### config.mk
export PLATFORM = sky130hd
export DESIGN_NAME = counter_frame_reader
export DESIGN_NICKNAME = d
export VERILOG_FILES = /design/src/rtl/counter_frame_reader_pkg.sv /design/src/rtl/counter_frame_reader.sv
export SDC_FILE = /design/constraint.sdc
export NUM_CORES = 1
export LEC_CHECK = 0
export BUFFER_PORTS_ARGS = -buffer_cell sky130_fd_sc_hd__buf_2
export CAP_MARGIN = 20
export CORE_UTILIZATION = 38
export DETAILED_ROUTE_END_ITERATION = 16
export SYNTH_ARGS = -nofsm -noshare
export SYNTH_HDL_FRONTEND = slang
export SYNTH_SLANG_ARGS = --single-unit
### constraint.sdc
create_clock -name CLK -period 3.3 [get_ports CLK]
set_input_delay 0.165 -clock CLK [delete_from_list [all_inputs] [get_ports CLK]]
set_output_delay 0.165 -clock CLK [all_outputs]
set_load 0.02 [all_outputs]
### src/rtl/counter_frame_reader_pkg.sv
// Shared constants, field layout and state encoding for the counter frame reader.
// Optional statistics outputs in the top are selected with FRAME_STATS_EN.
package counter_frame_reader_pkg;

    localparam logic [7:0] EVENT_HEADER_BYTE = 8'hAA;
    localparam logic [7:0] DATA_HEADER_BYTE  = 8'hDD;
    localparam int         FRAME_BYTES       = 32;

    // Byte offsets of each little-endian field inside a frame
    localparam int PPS_OFS     = 2;
    localparam int TENMHZ_OFS  = 4;
    localparam int EVENT_OFS   = 8;
    localparam int TRIG_OFS    = 12;
    localparam int CLOCK_OFS   = 16;
    localparam int TRAILER_OFS = 24;

    localparam int FIELD_BITS = (TRAILER_OFS - PPS_OFS) * 8;

    typedef enum logic [1:0] {
        HUNT    = 2'd0,
        COLLECT = 2'd1,
        CHECK   = 2'd2,
        HOLD    = 2'd3
    } state_t;

    localparam logic [1:0] ERR_NONE    = 2'd0;
    localparam logic [1:0] ERR_TRAILER = 2'd1;
    localparam logic [1:0] ERR_TIMEOUT = 2'd2;

endpackage

### src/rtl/counter_frame_reader.sv
// Drains the counter FIFO, re-syncs on the 0xAA 0xAA header, checks the 0xDD trailer
// and presents one counter record per frame. Define FRAME_STATS_EN for STAT_GOOD/STAT_ERR.
module counter_frame_reader
    import counter_frame_reader_pkg::*;
#(
    parameter int TIMEOUT_CYCLES = 1024,
    parameter int FRAME_BYTES    = 32
) (
    input  logic        CLK,
    input  logic        RST_N,
    input  logic [7:0]  CFIFO_DOUT,
    input  logic        CFIFO_VALID,
    input  logic        CFIFO_EMPTY,
    output logic        CFIFO_RDEN,
    output logic        EVT_VALID,
    input  logic        EVT_READY,
    output logic [15:0] EVT_PPS,
    output logic [31:0] EVT_TENMHZ,
    output logic [31:0] EVT_EVENT,
    output logic [31:0] EVT_TRIG,
    output logic [63:0] EVT_CLOCK,
    output logic        FRAME_ERR,
    output logic [1:0]  FRAME_ERR_CODE,
`ifdef FRAME_STATS_EN
    output logic [31:0] STAT_GOOD,
    output logic [31:0] STAT_ERR,
`endif
    output state_t      DBG_STATE
);

    // Handshake: a record transfers on a cycle where EVT_VALID and EVT_READY are both
    // high; while EVT_VALID is high the EVT_* fields never change and EVT_VALID only
    // drops after that transfer.

    localparam int CNT_W  = $clog2(FRAME_BYTES + 1);
    localparam int IDLE_W = $clog2(TIMEOUT_CYCLES + 1);

    localparam int TEN_LSB   = (TENMHZ_OFS - PPS_OFS) * 8;
    localparam int EVENT_LSB = (EVENT_OFS  - PPS_OFS) * 8;
    localparam int TRIG_LSB  = (TRIG_OFS   - PPS_OFS) * 8;
    localparam int CLOCK_LSB = (CLOCK_OFS  - PPS_OFS) * 8;

    state_t                state_q;
    state_t                state_d;
    logic                  run_q;
    logic                  outstanding_q;
    logic [7:0]            prev_q;
    logic [CNT_W-1:0]      rd_cnt_q;
    logic [CNT_W-1:0]      byte_idx_q;
    logic [CNT_W-1:0]      field_sel;
    logic [IDLE_W-1:0]     idle_q;
    logic                  mismatch_q;
    logic [FIELD_BITS-1:0] fields_q;
    logic                  err_q;
    logic [1:0]            code_q;

    logic hdr_hit;
    logic last_byte;
    logic timeout;
    logic rden;

    assign hdr_hit   = (state_q == HUNT) && CFIFO_VALID &&
                       (prev_q == EVENT_HEADER_BYTE) && (CFIFO_DOUT == EVENT_HEADER_BYTE);
    assign last_byte = (state_q == COLLECT) && CFIFO_VALID &&
                       (byte_idx_q == CNT_W'(FRAME_BYTES - 1));
    assign timeout   = (state_q == COLLECT) && !CFIFO_VALID &&
                       (idle_q == IDLE_W'(TIMEOUT_CYCLES - 1));
    assign field_sel = byte_idx_q - CNT_W'(PPS_OFS);

    always_ff @(posedge CLK or negedge RST_N) begin
        if (!RST_N) begin
            state_q <= HUNT;
        end else begin
            state_q <= state_d;
        end
    end

    always_comb begin
        state_d = state_q;
        rden    = 1'b0;
        case (state_q)
            HUNT: begin
                // One read in flight, except the header hit which starts the frame pipeline
                if (run_q && !CFIFO_EMPTY && (!outstanding_q || hdr_hit)) begin
                    rden = 1'b1;
                end
                if (hdr_hit) begin
                    state_d = COLLECT;
                end
            end
            COLLECT: begin
                if (!CFIFO_EMPTY && (rd_cnt_q < CNT_W'(FRAME_BYTES))) begin
                    rden = 1'b1;
                end
                if (last_byte) begin
                    state_d = CHECK;
                end else if (timeout) begin
                    state_d = HUNT;
                end
            end
            CHECK: begin
                state_d = mismatch_q ? HUNT : HOLD;
            end
            HOLD: begin
                if (EVT_READY) begin
                    state_d = HUNT;
                end
            end
            default: begin
                state_d = HUNT;
            end
        endcase
    end

    always_ff @(posedge CLK or negedge RST_N) begin
        if (!RST_N) begin
            run_q         <= 1'b0;
            outstanding_q <= 1'b0;
            prev_q        <= 8'h00;
            rd_cnt_q      <= '0;
            byte_idx_q    <= '0;
            idle_q        <= '0;
            mismatch_q    <= 1'b0;
            fields_q      <= '0;
            err_q         <= 1'b0;
            code_q        <= ERR_NONE;
        end else begin
            run_q <= 1'b1;
            err_q <= 1'b0;

            if (rden) begin
                outstanding_q <= 1'b1;
            end else if (CFIFO_VALID) begin
                outstanding_q <= 1'b0;
            end

            if (CFIFO_VALID || (state_q != COLLECT)) begin
                idle_q <= '0;
            end else begin
                idle_q <= idle_q + 1'b1;
            end

            case (state_q)
                HUNT: begin
                    if (CFIFO_VALID) begin
                        prev_q <= hdr_hit ? 8'h00 : CFIFO_DOUT;
                    end
                    if (hdr_hit) begin
                        byte_idx_q <= CNT_W'(PPS_OFS);
                        rd_cnt_q   <= rden ? CNT_W'(PPS_OFS + 1) : CNT_W'(PPS_OFS);
                        mismatch_q <= 1'b0;
                    end
                end
                COLLECT: begin
                    prev_q <= 8'h00;
                    if (rden) begin
                        rd_cnt_q <= rd_cnt_q + 1'b1;
                    end
                    if (CFIFO_VALID) begin
                        byte_idx_q <= byte_idx_q + 1'b1;
                        if (byte_idx_q < CNT_W'(TRAILER_OFS)) begin
                            fields_q[{field_sel, 3'b000} +: 8] <= CFIFO_DOUT;
                        end else if (CFIFO_DOUT != DATA_HEADER_BYTE) begin
                            mismatch_q <= 1'b1;
                        end
                    end
                    if (timeout) begin
                        err_q         <= 1'b1;
                        code_q        <= ERR_TIMEOUT;
                        outstanding_q <= 1'b0;
                    end
                end
                CHECK: begin
                    if (mismatch_q) begin
                        err_q  <= 1'b1;
                        code_q <= ERR_TRAILER;
                    end
                end
                default: begin
                end
            endcase
        end
    end

`ifdef FRAME_STATS_EN
    always_ff @(posedge CLK or negedge RST_N) begin
        if (!RST_N) begin
            STAT_GOOD <= '0;
            STAT_ERR  <= '0;
        end else begin
            if ((state_q == HOLD) && EVT_READY) begin
                STAT_GOOD <= STAT_GOOD + 32'd1;
            end
            if (err_q) begin
                STAT_ERR <= STAT_ERR + 32'd1;
            end
        end
    end
`endif

    assign CFIFO_RDEN     = rden;
    assign EVT_VALID      = (state_q == HOLD);
    assign EVT_PPS        = fields_q[TEN_LSB-1:0];
    assign EVT_TENMHZ     = fields_q[EVENT_LSB-1:TEN_LSB];
    assign EVT_EVENT      = fields_q[TRIG_LSB-1:EVENT_LSB];
    assign EVT_TRIG       = fields_q[CLOCK_LSB-1:TRIG_LSB];
    assign EVT_CLOCK      = fields_q[FIELD_BITS-1:CLOCK_LSB];
    assign FRAME_ERR      = err_q;
    assign FRAME_ERR_CODE = code_q;
    assign DBG_STATE      = state_q;

endmodule
-- Yosys cells after proc, flatten, opt, wreduce, memory -nomap -nowiden
Cells that the tools add are included.
- flip-flop bits (word level): 215
- latch bits: 0
- bits in writable memories: 0
- memory bits (read-only): 0
- output and inout bits: 183
- memories kept: 0
- $add $sub $neg: 5
- multipliers: 0
- div/mod/pow operators: 0
- order comparisons: 2
- eq/ne operators: 19
- shift operators: 2
- mux-type cells: 36
- bitwise operators: 0
- reduce and logical (&&, ||, !) cells: 25
- operator list (cell ; number):
    176-bit bitwise mux ; 1
    8-bit by 11-bit variable shift with 176-bit output, first input constant ; 1
    8-bit by 11-bit indexed part select with 176-bit output ; 1
    6-bit two-way mux ; 4
    6-bit case mux with 2 select lines ; 2
    8-bit == test, second input constant ; 2
    8-bit two-way mux ; 2
    8-bit case mux with 2 select lines ; 1
    3-bit AND reduction ; 5
    2-bit two-way mux ; 7
    2-bit != test, second input constant ; 7
    1-bit two-way mux ; 13
    6-bit by 1-bit adder with 6-bit output, second input constant ; 2
    11-bit by 1-bit adder with 11-bit output, second input constant ; 1
    11-bit by 10-bit == test with 1-bit output, second input constant ; 1
    11-bit two-way mux ; 1
    9-bit negation with 11-bit output ; 1
    1-bit logical AND ; 10
    8-bit != test, second input constant ; 1
    2-bit case mux with 4 select lines ; 1
    6-bit by 5-bit == test with 1-bit output, second input constant ; 1
    6-bit by 5-bit less-than comparator with 1-bit output, second input constant ; 1
    6-bit less-than comparator, second input constant ; 1
    2-bit by 1-bit != test with 1-bit output, second input constant ; 3
    12 further kinds ; 19

-- Longest topological paths before layout
Gate-level depths: netlist (run 1).
- depth after elaboration: 11
- gate-level depth with buffers: 12

-- Worst setup path before layout (run 1)
Ideal clock, no wire load.
- path kind: flip-flop to flip-flop
- from: register byte_idx_q[0]
- to: register fields_q[0]
- library setup time: 0.125 ns
- arrival: 2.919 ns
- required time: 3.175 ns
- slack: 0.256 ns
- cell stages (with the launch flop): 9
- path buffers: 1
- period minus slack after synthesis: 3.044 ns
- cell sequence: dfrtp_1 -> clkbuf_1 -> clkinv_1 -> ha_1 -> xnor2_1 -> nand2_1 -> or3_1 -> nor2_2 -> mux2_2
- longest elaborated chain between the ends: 4
- RTL lines (element ; RTL line ; text):
    from (decl) ; counter_frame_reader.sv:49 ; logic [CNT_W-1:0] byte_idx_q;
    from (signal assigned) ; counter_frame_reader.sv:149 ; byte_idx_q <= CNT_W'(PPS_OFS);
    from (signal assigned) ; counter_frame_reader.sv:160 ; byte_idx_q <= byte_idx_q + 1'b1;
    6-bit by 2-bit subtractor with 6-bit output ; counter_frame_reader.sv:68 ; assign field_sel = byte_idx_q - CNT_W'(PPS_OFS);
    9-bit negation with 11-bit output ; counter_frame_reader.sv:162 ; fields_q[{field_sel, 3'b000} +: 8] <= CFIFO_DOUT;
    8-bit by 11-bit indexed part select with 176-bit output or 8-bit by 11-bit variable shift with 176-bit output (tied branches) ; counter_frame_reader.sv:162 ;
    176-bit bitwise mux ; counter_frame_reader.sv:162 ;
    to (signal assigned) ; counter_frame_reader.sv:124 ; fields_q <= '0;
    to (signal, indexed assignment) ; counter_frame_reader.sv:162 ;
    to (decl) ; counter_frame_reader.sv:53 ; logic [FIELD_BITS-1:0] fields_q;
Several ways; a longest one is shown, not always the timed one.
A chain may end at the register's enable or synchronous reset.

-- Worst setup path in the final report (run 1)
- from: register byte_idx_q[1]
- to: register fields_q[0]
Same word-level chain as after synthesis.

==> results of run 1 <==
layout make-up:
| cell class | instances | area [um2] | area share (%) |
|---|---|---|---|
| inverters | 22 | 82.6 | 0.700 |
| clock buffers | 36 | 717 | 6.08 |
| repair buffers | 221 | 1190 | 10.1 |
| clock inverters | 6 | 33.8 | 0.287 |
| flip-flops and latches | 215 | 5380 | 45.6 |
| multi-input cells | 544 | 3980 | 33.7 |
| well taps | 324 | 405 | 3.44 |
metrics by stage:
stage / cells / hold slack (ns)
floorplan: 816 / -0.131
global placement: 1325 / 0.296
detailed placement: 1325 / 0.297
CTS: 1368 / 0.0167
global route: 1368 / 0.0442
finish: 1368 / 0.0298
where the power goes:
group / total (mW) / internal (mW) / switching [mW]
clock network: 2.54 / 1.50 / 1.04
registers: 3.79 / 3.33 / 0.459
logic: 4.67 / 1.58 / 3.08
total: 11.0 / 6.41 / 4.58
metal layers:
| layer | track usage (%) | vias to the layer above |
|---|---|---|
| met5 | 0 | - |
| met4 | 5.45 | 0 |
| met3 | 3.36 | 31 |
| met2 | 32.2 | 236 |
| met1 | 27.0 | 3458 |
| li1 | - | 3295 |
cell families after synthesis:
kind of cell / synth area share (%)
AND/OR/NAND/NOR: 15.1
buffers and inverters: 2.45
multiplexers: 16.3
other: 0.0391
AO/OA/AOI/OAI: 6.24
flip-flops: 56.1
adder cells (fa/ha/maj): 1.96
XOR/XNOR: 1.80
Yosys cell counts (all sizes together), types with 8 or more instances:
master  count  area share (%)
dfrtp     215              56
mux2      130              15
nand2      98             3.9
o21ai      60             3.3
nor2       43             1.8
clkbuf     25            0.98
nand3      25             1.7
and3       21             1.4
inv        20            0.78
and2       16             1.0
nor3       16            0.84
ha         15             2.0
a21oi      14            0.73
nand4      11            0.85
buf        10            0.61
mux2i      10             1.0
xor2       10            0.91
xnor2       8            0.89
state kept, by name (all words and copies together) (netlist names):
register / cells
DBG_STATE: 2
prev_q: 8
byte_idx_q: 6
mismatch_q: 1
rd_cnt_q: 6
idle_q: 11
FRAME_ERR: 1
FRAME_ERR_CODE: 2
fields_q: 176
outstanding_q: 1
run_q: 1
final timing paths:
| kind | start | to | slack [ns] | cells past startpoint |
|---|---|---|---|---|
| max in group asynchronous | RST_N | fields_q[93] | 2.15 | 3 |
| min in group asynchronous | RST_N | fields_q[134] | 0.29 | 2 |
| min reg2reg | fields_q[89] | fields_q[89] | 0.48 | 2 |
| min | CFIFO_DOUT[4] | prev_q[4] | 0.03 | 3 |
| max | byte_idx_q[1] | fields_q[0] | 0.28 | 7 |
| max reg2reg | byte_idx_q[1] | fields_q[0] | 0.28 | 7 |
cell usage in the layout, fill, tap and decap left out, drive strengths merged, types with 11 or more instances in the layout:
| master | Yosys | final |
|---|---|---|
| buf | 10 | 219 |
| dfrtp | 215 | 215 |
| mux2 | 130 | 130 |
| nand2 | 98 | 98 |
| o21ai | 60 | 60 |
| nor2 | 43 | 43 |
| clkbuf | 25 | 37 |
| nand3 | 25 | 25 |
| and3 | 21 | 21 |
| inv | 20 | 21 |
| and2 | 16 | 16 |
| nor3 | 16 | 16 |
| ha | 15 | 15 |
| a21oi | 14 | 14 |
| nand4 | 11 | 11 |
tightest hold or removal path: stages:
cell and delay (ns):
buf_2 0.13, a22oi_1 0.07, o21ai_0 0.13
==> flow_metrics.env, run 1 <==
export IMPL_run_status="complete, no violations"
export IMPL_num_antenna_cells=0
export IMPL_cts_setup_buffers=0
export IMPL_clockBufferDepth=3
export IMPL_post_route_period_util_pct=91.5
export IMPL_cts_resized=0
export IMPL_num_nets_final=1057
export IMPL_drtIter0Drc=436
export IMPL_slew_headroom_pct=45.5
export IMPL_cp_slowest_stage_delay_ns=0.55
export IMPL_placed_cell_area_um2=11000
export IMPL_drt_total_wl_mm=25.4
export IMPL_cp_num_buf_inv=1
export IMPL_grt_use_total_pct=19.7
export IMPL_cts_hold_buf=1
export IMPL_synth_enable_flop_cells=0
export IMPL_cts_htree_levels=1
export IMPL_initial_utilization_pct=39.1
export IMPL_syn_num_nets=844
export IMPL_cp_end_kind="register"
export IMPL_ant_nets=0
export IMPL_io_pins=196
export IMPL_tightest_slew_ns=0.817
export IMPL_vdd_ir_drop_max_uv=552
export IMPL_viasPerCell=5.13
export IMPL_root_buffer="clkbuf_16"
export IMPL_routed_wl_met3_mm=1.49
export IMPL_drive_gt1_share_pct=39.1
export IMPL_worstSkewPairLatency_ns=0.51
export IMPL_syn_inst=816
export IMPL_synthArstFlopShare_pct=100
export IMPL_worst_setup_path_start_kind="register"
export IMPL_cts_sinks=215
export IMPL_drc=0
export IMPL_area_growth_synth_to_final_pct=23.0
export IMPL_ys_types=60
export IMPL_worst_ep_required_time_ns=3.69
export IMPL_grt_antenna_before_repair=0
export IMPL_die_y_um=161
export IMPL_place_congestion=0.896
export IMPL_dp_worst_setup_slack_ns=0.333
export IMPL_setup_viol=0
export IMPL_crit_family="simple AND/OR/NAND/NOR gates"
export IMPL_p_per_area_nw_per_um2=932
export IMPL_yosysWarnings=0
export IMPL_netlist_area_um2=9590
export IMPL_worstSetupPathType="reg2reg"
export IMPL_rsz0062_at_grt="no"
export IMPL_slew_viol_final=0
export IMPL_total_power_mw=11.0
export IMPL_fin_skew_ns=0.00943
export IMPL_crit_fanout=11
export IMPL_drv_cap=0
export IMPL_clk_pin_slew_worst_paths_ns=0.06
export IMPL_routed_top_layer="met4"
export IMPL_wl_per_cell_um=18.6
export IMPL_leakage_nw=6.21
export IMPL_route_vias_total=7020
export IMPL_dieArea_um2=25900
export IMPL_slowest_stage="dfrtp_1"
export IMPL_hold_viol=0
export IMPL_core_area_um2=24500
export IMPL_drtPass1Iterations=5
export IMPL_grt_pass1_wl_mm=40.1
export IMPL_avgSynthCellArea_um2=11.7
export IMPL_grt_pass1_vias=6887
export IMPL_die_w_um=161
export IMPL_cts_tree="yes"
export IMPL_grt_max_degree=98
export IMPL_synth_seq_cells=215
export IMPL_synth_seq_area_share_pct=56.1
export IMPL_met1Wirelength_mm=11.6
export IMPL_io_buffers=195
export IMPL_worst_slack_ns=0.280
export IMPL_arrival_ns=3.41
export IMPL_crit_chain="inv_1 > ha_1 > xor2_1 > xnor2_1 > or3_1 > nor2_2 > mux2_2"
export IMPL_fin_util_pct=48.1
export IMPL_gr_total_overflow=0
export IMPL_timing_final_crit_period_ns=3.02
export IMPL_setup_tns_ns=0
export IMPL_dp_hpwl_mm=18.0
export IMPL_numCtsBuffers=25
export IMPL_max_freq_mhz=331
export IMPL_filler_cell_count=2330
export IMPL_placementRows=57
export IMPL_ys_flop_type="dfrtp_1"
export IMPL_hold_class="in2reg"
export IMPL_routed_wl_met2_mm=11.9
export IMPL_fin_area_um2=11800
Power figures use the tool's default switching activity.
==> run 2: changes to the inputs <==
CORE_MARGIN = 3   (was not set)
==> run 2 against run 1 <==
  * Count of clock-buffer cells in the layout is 2 lower
  * Power is 0.19% higher
  * First-iteration DRC count is 15% higher
  * Non-clock buffer count stayed put
  * Routed wire length is 1.8% higher
  * Clock skew is 0.0020 ns lower
  * Sequential cell count stayed put
  * Sequential power hardly changed
  * Combinational power hardly changed
  * Highest routed layer unchanged
==> flow_metrics.env, run 2 (synthesis gave the netlist of run 1 again) <==
export IMPL_run_status="complete, no violations"
export IMPL_worst_slack_ns=0.270
export IMPL_p_per_area_nw_per_um2=933
export IMPL_place_congestion=0.929
export IMPL_area_growth_synth_to_final_pct=23.2
export IMPL_die_y_um=165
export IMPL_largest_register_ffs=176
export IMPL_most_common_layout_cells="dfrtp_1, buf_2, mux2_2"
export IMPL_drc=0
export IMPL_final_common_cell="dfrtp_1"
export IMPL_setup_tns_ns=0
export IMPL_grt_use_total_pct=18.9
export IMPL_slew_viol_final=0
export IMPL_viasPerCell=5.08
export IMPL_hold_viol=0
export IMPL_clockBufferDepth=3
export IMPL_io_pins=196
export IMPL_io_buffers=195
export IMPL_cts_sinks=215
export IMPL_ant_nets=0
export IMPL_drive_gt1_share_pct=39.3
export IMPL_grt_max_degree=84
export IMPL_wl_per_cell_um=18.9
export IMPL_fin_util_pct=48.1
export IMPL_rsz0062_at_grt="no"
export IMPL_met1Wirelength_mm=11.9
export IMPL_dp_hpwl_mm=18.5
export IMPL_cts_tree="yes"
export IMPL_num_antenna_cells=0
export IMPL_crit_chain="inv_1 > ha_1 > or3b_2 > and4_1 > nand2_1 > nor4_4 > mux2_2"
export IMPL_dieArea_um2=27200
export IMPL_root_buffer="clkbuf_16"
export IMPL_drtIter0Drc=502
export IMPL_total_power_mw=11.0
export IMPL_routed_wl_met2_mm=12.1
export IMPL_cts_resized=0
export IMPL_top_register="fields_q"
export IMPL_post_route_period_util_pct=91.8
export IMPL_die_w_um=165
export IMPL_cts_htree_levels=1
export IMPL_max_freq_mhz=330
export IMPL_worst_setup_path_start_kind="register"
export IMPL_cp_end_kind="register"
export IMPL_numCtsBuffers=25
export IMPL_vdd_ir_drop_max_uv=473
export IMPL_stdcell_count=1370
export IMPL_dp_cells=1325
export IMPL_core_area_um2=24500
export IMPL_arrival_ns=3.42
export IMPL_worst_ep_required_time_ns=3.69
export IMPL_drv_cap=0
export IMPL_setup_viol=0
export IMPL_drt_total_wl_mm=25.9
export IMPL_drtPass1Iterations=5
export IMPL_cp_slowest_stage_delay_ns=0.61
export IMPL_initial_utilization_pct=39.1
export IMPL_hold_class="in2reg"
export IMPL_grt_pass1_wl_mm=40.4
export IMPL_gr_total_overflow=0
export IMPL_placementRows=57
export IMPL_route_vias_total=6960
export IMPL_worstSetupPathType="reg2reg"
export IMPL_tightest_slew_ns=0.731
export IMPL_largest_registers="fields_q (176), idle_q (11), prev_q (8)"
export IMPL_timing_final_crit_period_ns=3.03
export IMPL_leakage_nw=6.22
export IMPL_num_nets_final=1057
export IMPL_dp_worst_setup_slack_ns=0.328
export IMPL_worstSkewPairLatency_ns=0.51
export IMPL_slew_headroom_pct=50.8
export IMPL_clk_pin_slew_worst_paths_ns=0.06
export IMPL_crit_fanout=11
export IMPL_grt_antenna_before_repair=0
export IMPL_routed_top_layer="met4"
export IMPL_routed_wl_met3_mm=1.46
export IMPL_fin_skew_ns=0.00746
export IMPL_grt_pass1_vias=7030
export IMPL_slowest_stage="nor4_4"
==> run 2: worst max-delay path: cells and delay by family (launching register included) <==
family        cells  cell delay (ns)
mux               1             0.41
buf+inv           1             0.17
flops             1             0.54
fa+ha+maj         1             0.29
simple gates      4             1.49
==> run 2: per-stage QoR <==
stage	hold WS [ns]	area, um2
5_1_grt	0.0830	11800
4_1_cts	0.0365	11800
3_5_place_dp	0.254	11000
3_3_place_gp	0.266	11000
6_report	0.0599	11800
2_1_floorplan	-0.131	9590
==> run 2: worst paths after layout <==
path	start	end	slack, ns	cells after the start
max in group asynchronous	RST_N	fields_q[174]	2.20	3
worst min register to register	fields_q[30]	fields_q[30]	0.48	2
worst min-delay path	CFIFO_DOUT[4]	prev_q[4]	0.06	3
min in group asynchronous	RST_N	fields_q[128]	0.26	2
worst max register to register	byte_idx_q[1]	fields_q[171]	0.27	7
worst max-delay path	byte_idx_q[1]	fields_q[171]	0.27	7
==> run 2: per-layer routing <==
layer	up-vias	GRT usage, %
met3	29	3.51
met5	-	0
met4	0	4.61
met2	187	30.8
li1	3288	-
met1	3456	26.3
==> run 2: cell type report <==
class                           instances  area [um2]
Inverter                               22        82.6
Clock inverter                         10        56.3
Sequential cell                       215        5380
Tap cell                              324         405
Timing Repair Buffer                  221        1210
Clock buffer                           34         699
Fill cell                            2313       12700
Multi-Input combinational cell        544        3980
==> run 2: timing repair <==
action                                  in CTS  in global routing
endpoints found under the setup margin       0                  0
endpoints found under the hold margin       81                  0
buffers inserted                             0                  0
hold buffers                                 1                  0
==> run 2: report_power, final <==
group / switching (mW) / internal [mW] / leakage (nW)
Sequential: 0.464 / 3.33 / 2.90
Combinational: 3.08 / 1.60 / 2.94
Clock: 1.06 / 1.48 / 0.379
Total: 4.60 / 6.41 / 6.22
==> run 3: changes to the inputs <==
MAX_ROUTING_LAYER = met4   (was not set)
TNS_END_PERCENT = 5   (was not set)
==> run 3 against run 2 <==
  * Cell count unchanged
  * Sequential cell count did not move
  * Sequential share of layout area unchanged
  * Non-clock buffer count unchanged
  * Cell area is the same
  * Utilization did not move
  * Global-route usage rose by 0.55 points
  * Worst hold slack worse by 0.0052 ns
  * Clock skew fell by 0.00097 ns
  * Sequential power about the same
  * Via count about the same
  * Critical endpoint unchanged
  * Largest power group unchanged
==> flow_metrics.env, run 3 (synthesis gave the netlist of run 1 again) <==
export IMPL_run_status="complete, no violations"
export IMPL_dieArea_um2=27200
export IMPL_regToRegStartpoint="byte_idx_q[1]"
export IMPL_num_antenna_cells=0
export IMPL_slew_headroom_pct=54.0
export IMPL_leakage_nw=6.22
export IMPL_post_route_period_util_pct=91.7
export IMPL_cts_htree_levels=1
export IMPL_gr_total_overflow=0
export IMPL_placementRows=57
export IMPL_wl_per_cell_um=18.9
export IMPL_p_per_area_nw_per_um2=932
export IMPL_area_growth_synth_to_final_pct=23.2
export IMPL_setup_viol=0
export IMPL_cp_slowest_stage_delay_ns=0.60
export IMPL_cts_sinks=215
export IMPL_drt_total_wl_mm=25.8
export IMPL_core_area_um2=24500
export IMPL_ant_nets=0
export IMPL_num_nets_final=1057
export IMPL_dp_hpwl_mm=18.5
export IMPL_setup_tns_ns=0
export IMPL_drtIter0Drc=468
export IMPL_io_buffers=195
export IMPL_hold_viol=0
export IMPL_root_buffer="clkbuf_16"
export IMPL_initial_utilization_pct=39.1
export IMPL_filler_cell_count=2313
export IMPL_drtPass1Iterations=4
export IMPL_fin_util_pct=48.1
export IMPL_rsz0062_at_grt="no"
export IMPL_largest_registers="fields_q (176), idle_q (11), prev_q (8)"
export IMPL_fin_area_um2=11800
export IMPL_die_y_um=165
export IMPL_drc=0
export IMPL_cts_resized=0
export IMPL_io_pins=196
export IMPL_arrival_ns=3.41
export IMPL_drive_gt1_share_pct=39.3
export IMPL_cts_hold_buf=1
export IMPL_grt_max_degree=84
export IMPL_tightest_slew_ns=0.684
export IMPL_clk_pin_slew_worst_paths_ns=0.06
export IMPL_drv_cap=0
export IMPL_viasPerCell=5.08
export IMPL_die_w_um=165
export IMPL_largest_register_ffs=176
export IMPL_worstSetupPathType="reg2reg"
export IMPL_worst_setup_path_start_kind="register"
export IMPL_fin_skew_ns=0.00648
export IMPL_cts_setup_buffers=0
export IMPL_grt_pass1_vias=7055
export IMPL_most_common_layout_cells="dfrtp_1, buf_2, mux2_2"
export IMPL_slowest_stage="nor4_4"
export IMPL_numCtsBuffers=25
export IMPL_placed_cell_area_um2=11000
export IMPL_worstSkewPairLatency_ns=0.51
export IMPL_cp_startpoint="byte_idx_q[1]"
export IMPL_grt_use_total_pct=19.5
export IMPL_slew_viol_final=0
export IMPL_crit_chain="inv_1 > ha_1 > or3b_2 > and4_1 > nand2_1 > nor4_4 > mux2_2"
export IMPL_vdd_ir_drop_max_uv=474
export IMPL_place_congestion=0.946
export IMPL_hold_class="in2reg"
export IMPL_clockBufferDepth=3
export IMPL_max_freq_mhz=331
export IMPL_grt_antenna_before_repair=0
export IMPL_worst_ep_required_time_ns=3.69
export IMPL_crit_fanout=11
export IMPL_grt_pass1_wl_mm=40.4
export IMPL_route_vias_total=6963
export IMPL_timing_final_crit_period_ns=3.03
export IMPL_total_power_mw=11.0
export IMPL_top_register="fields_q"
export IMPL_cp_end_kind="register"
export IMPL_cts_tree="yes"
export IMPL_hold_path_startpoint="CFIFO_DOUT[4]"
export IMPL_final_common_cell="dfrtp_1"
==> run 3: worst paths after layout <==
check	depth (start not counted)	to	slack (ns)
worst max-delay path	7	fields_q[171]	0.27
min in group asynchronous	2	fields_q[128]	0.26
worst min register to register	2	fields_q[30]	0.48
worst max register to register	7	fields_q[171]	0.27
worst min-delay path	3	prev_q[4]	0.05
max in group asynchronous	3	fields_q[39]	2.20
==> run 3: worst max-delay path: cells and delay by family, from the launching register on <==
family        cells  cell delay (ns)
flops             1             0.54
fa+ha+maj         1             0.29
buf+inv           1             0.17
mux               1             0.41
simple gates      4             1.48
==> run 3: metrics by stage <==
| step | worst slack (ns) | hold WS (ns) | std cells |
|---|---|---|---|
| floorplan | 0.256 | -0.131 | 816 |
| global placement | 0.448 | 0.266 | 1325 |
| detailed placement | 0.328 | 0.254 | 1325 |
| CTS | 0.307 | 0.0365 | 1370 |
| global route | 0.121 | 0.0850 | 1370 |
| finish | 0.275 | 0.0547 | 1370 |
==> run 3: report_power, final <==
group	total, mW	leakage (nW)	internal, mW	switching (mW)
Combinational	4.67	2.94	1.60	3.07
Clock	2.54	0.379	1.48	1.06
Sequential	3.79	2.90	3.33	0.462
Total	11.0	6.22	6.41	4.59
==> run 3: final cells by class <==
cell class,count,area (um2),area share [%]
multi-input combinational,544,3980,33.7
tap,324,405,3.43
inverter,22,82.6,0.699
clock buffer,34,699,5.92
clock inverter,10,56.3,0.477
timing repair buffer,221,1210,10.2
sequential,215,5380,45.6
==> run 3: layer usage <==
metal	routed length (um)	vias to the layer above	track usage (%)
met3	1460	31	3.39
li1	-	3284	-
met4	420	0	4.61
met2	12100	192	30.9
met1	11800	3456	26.3
met5	0	-	-
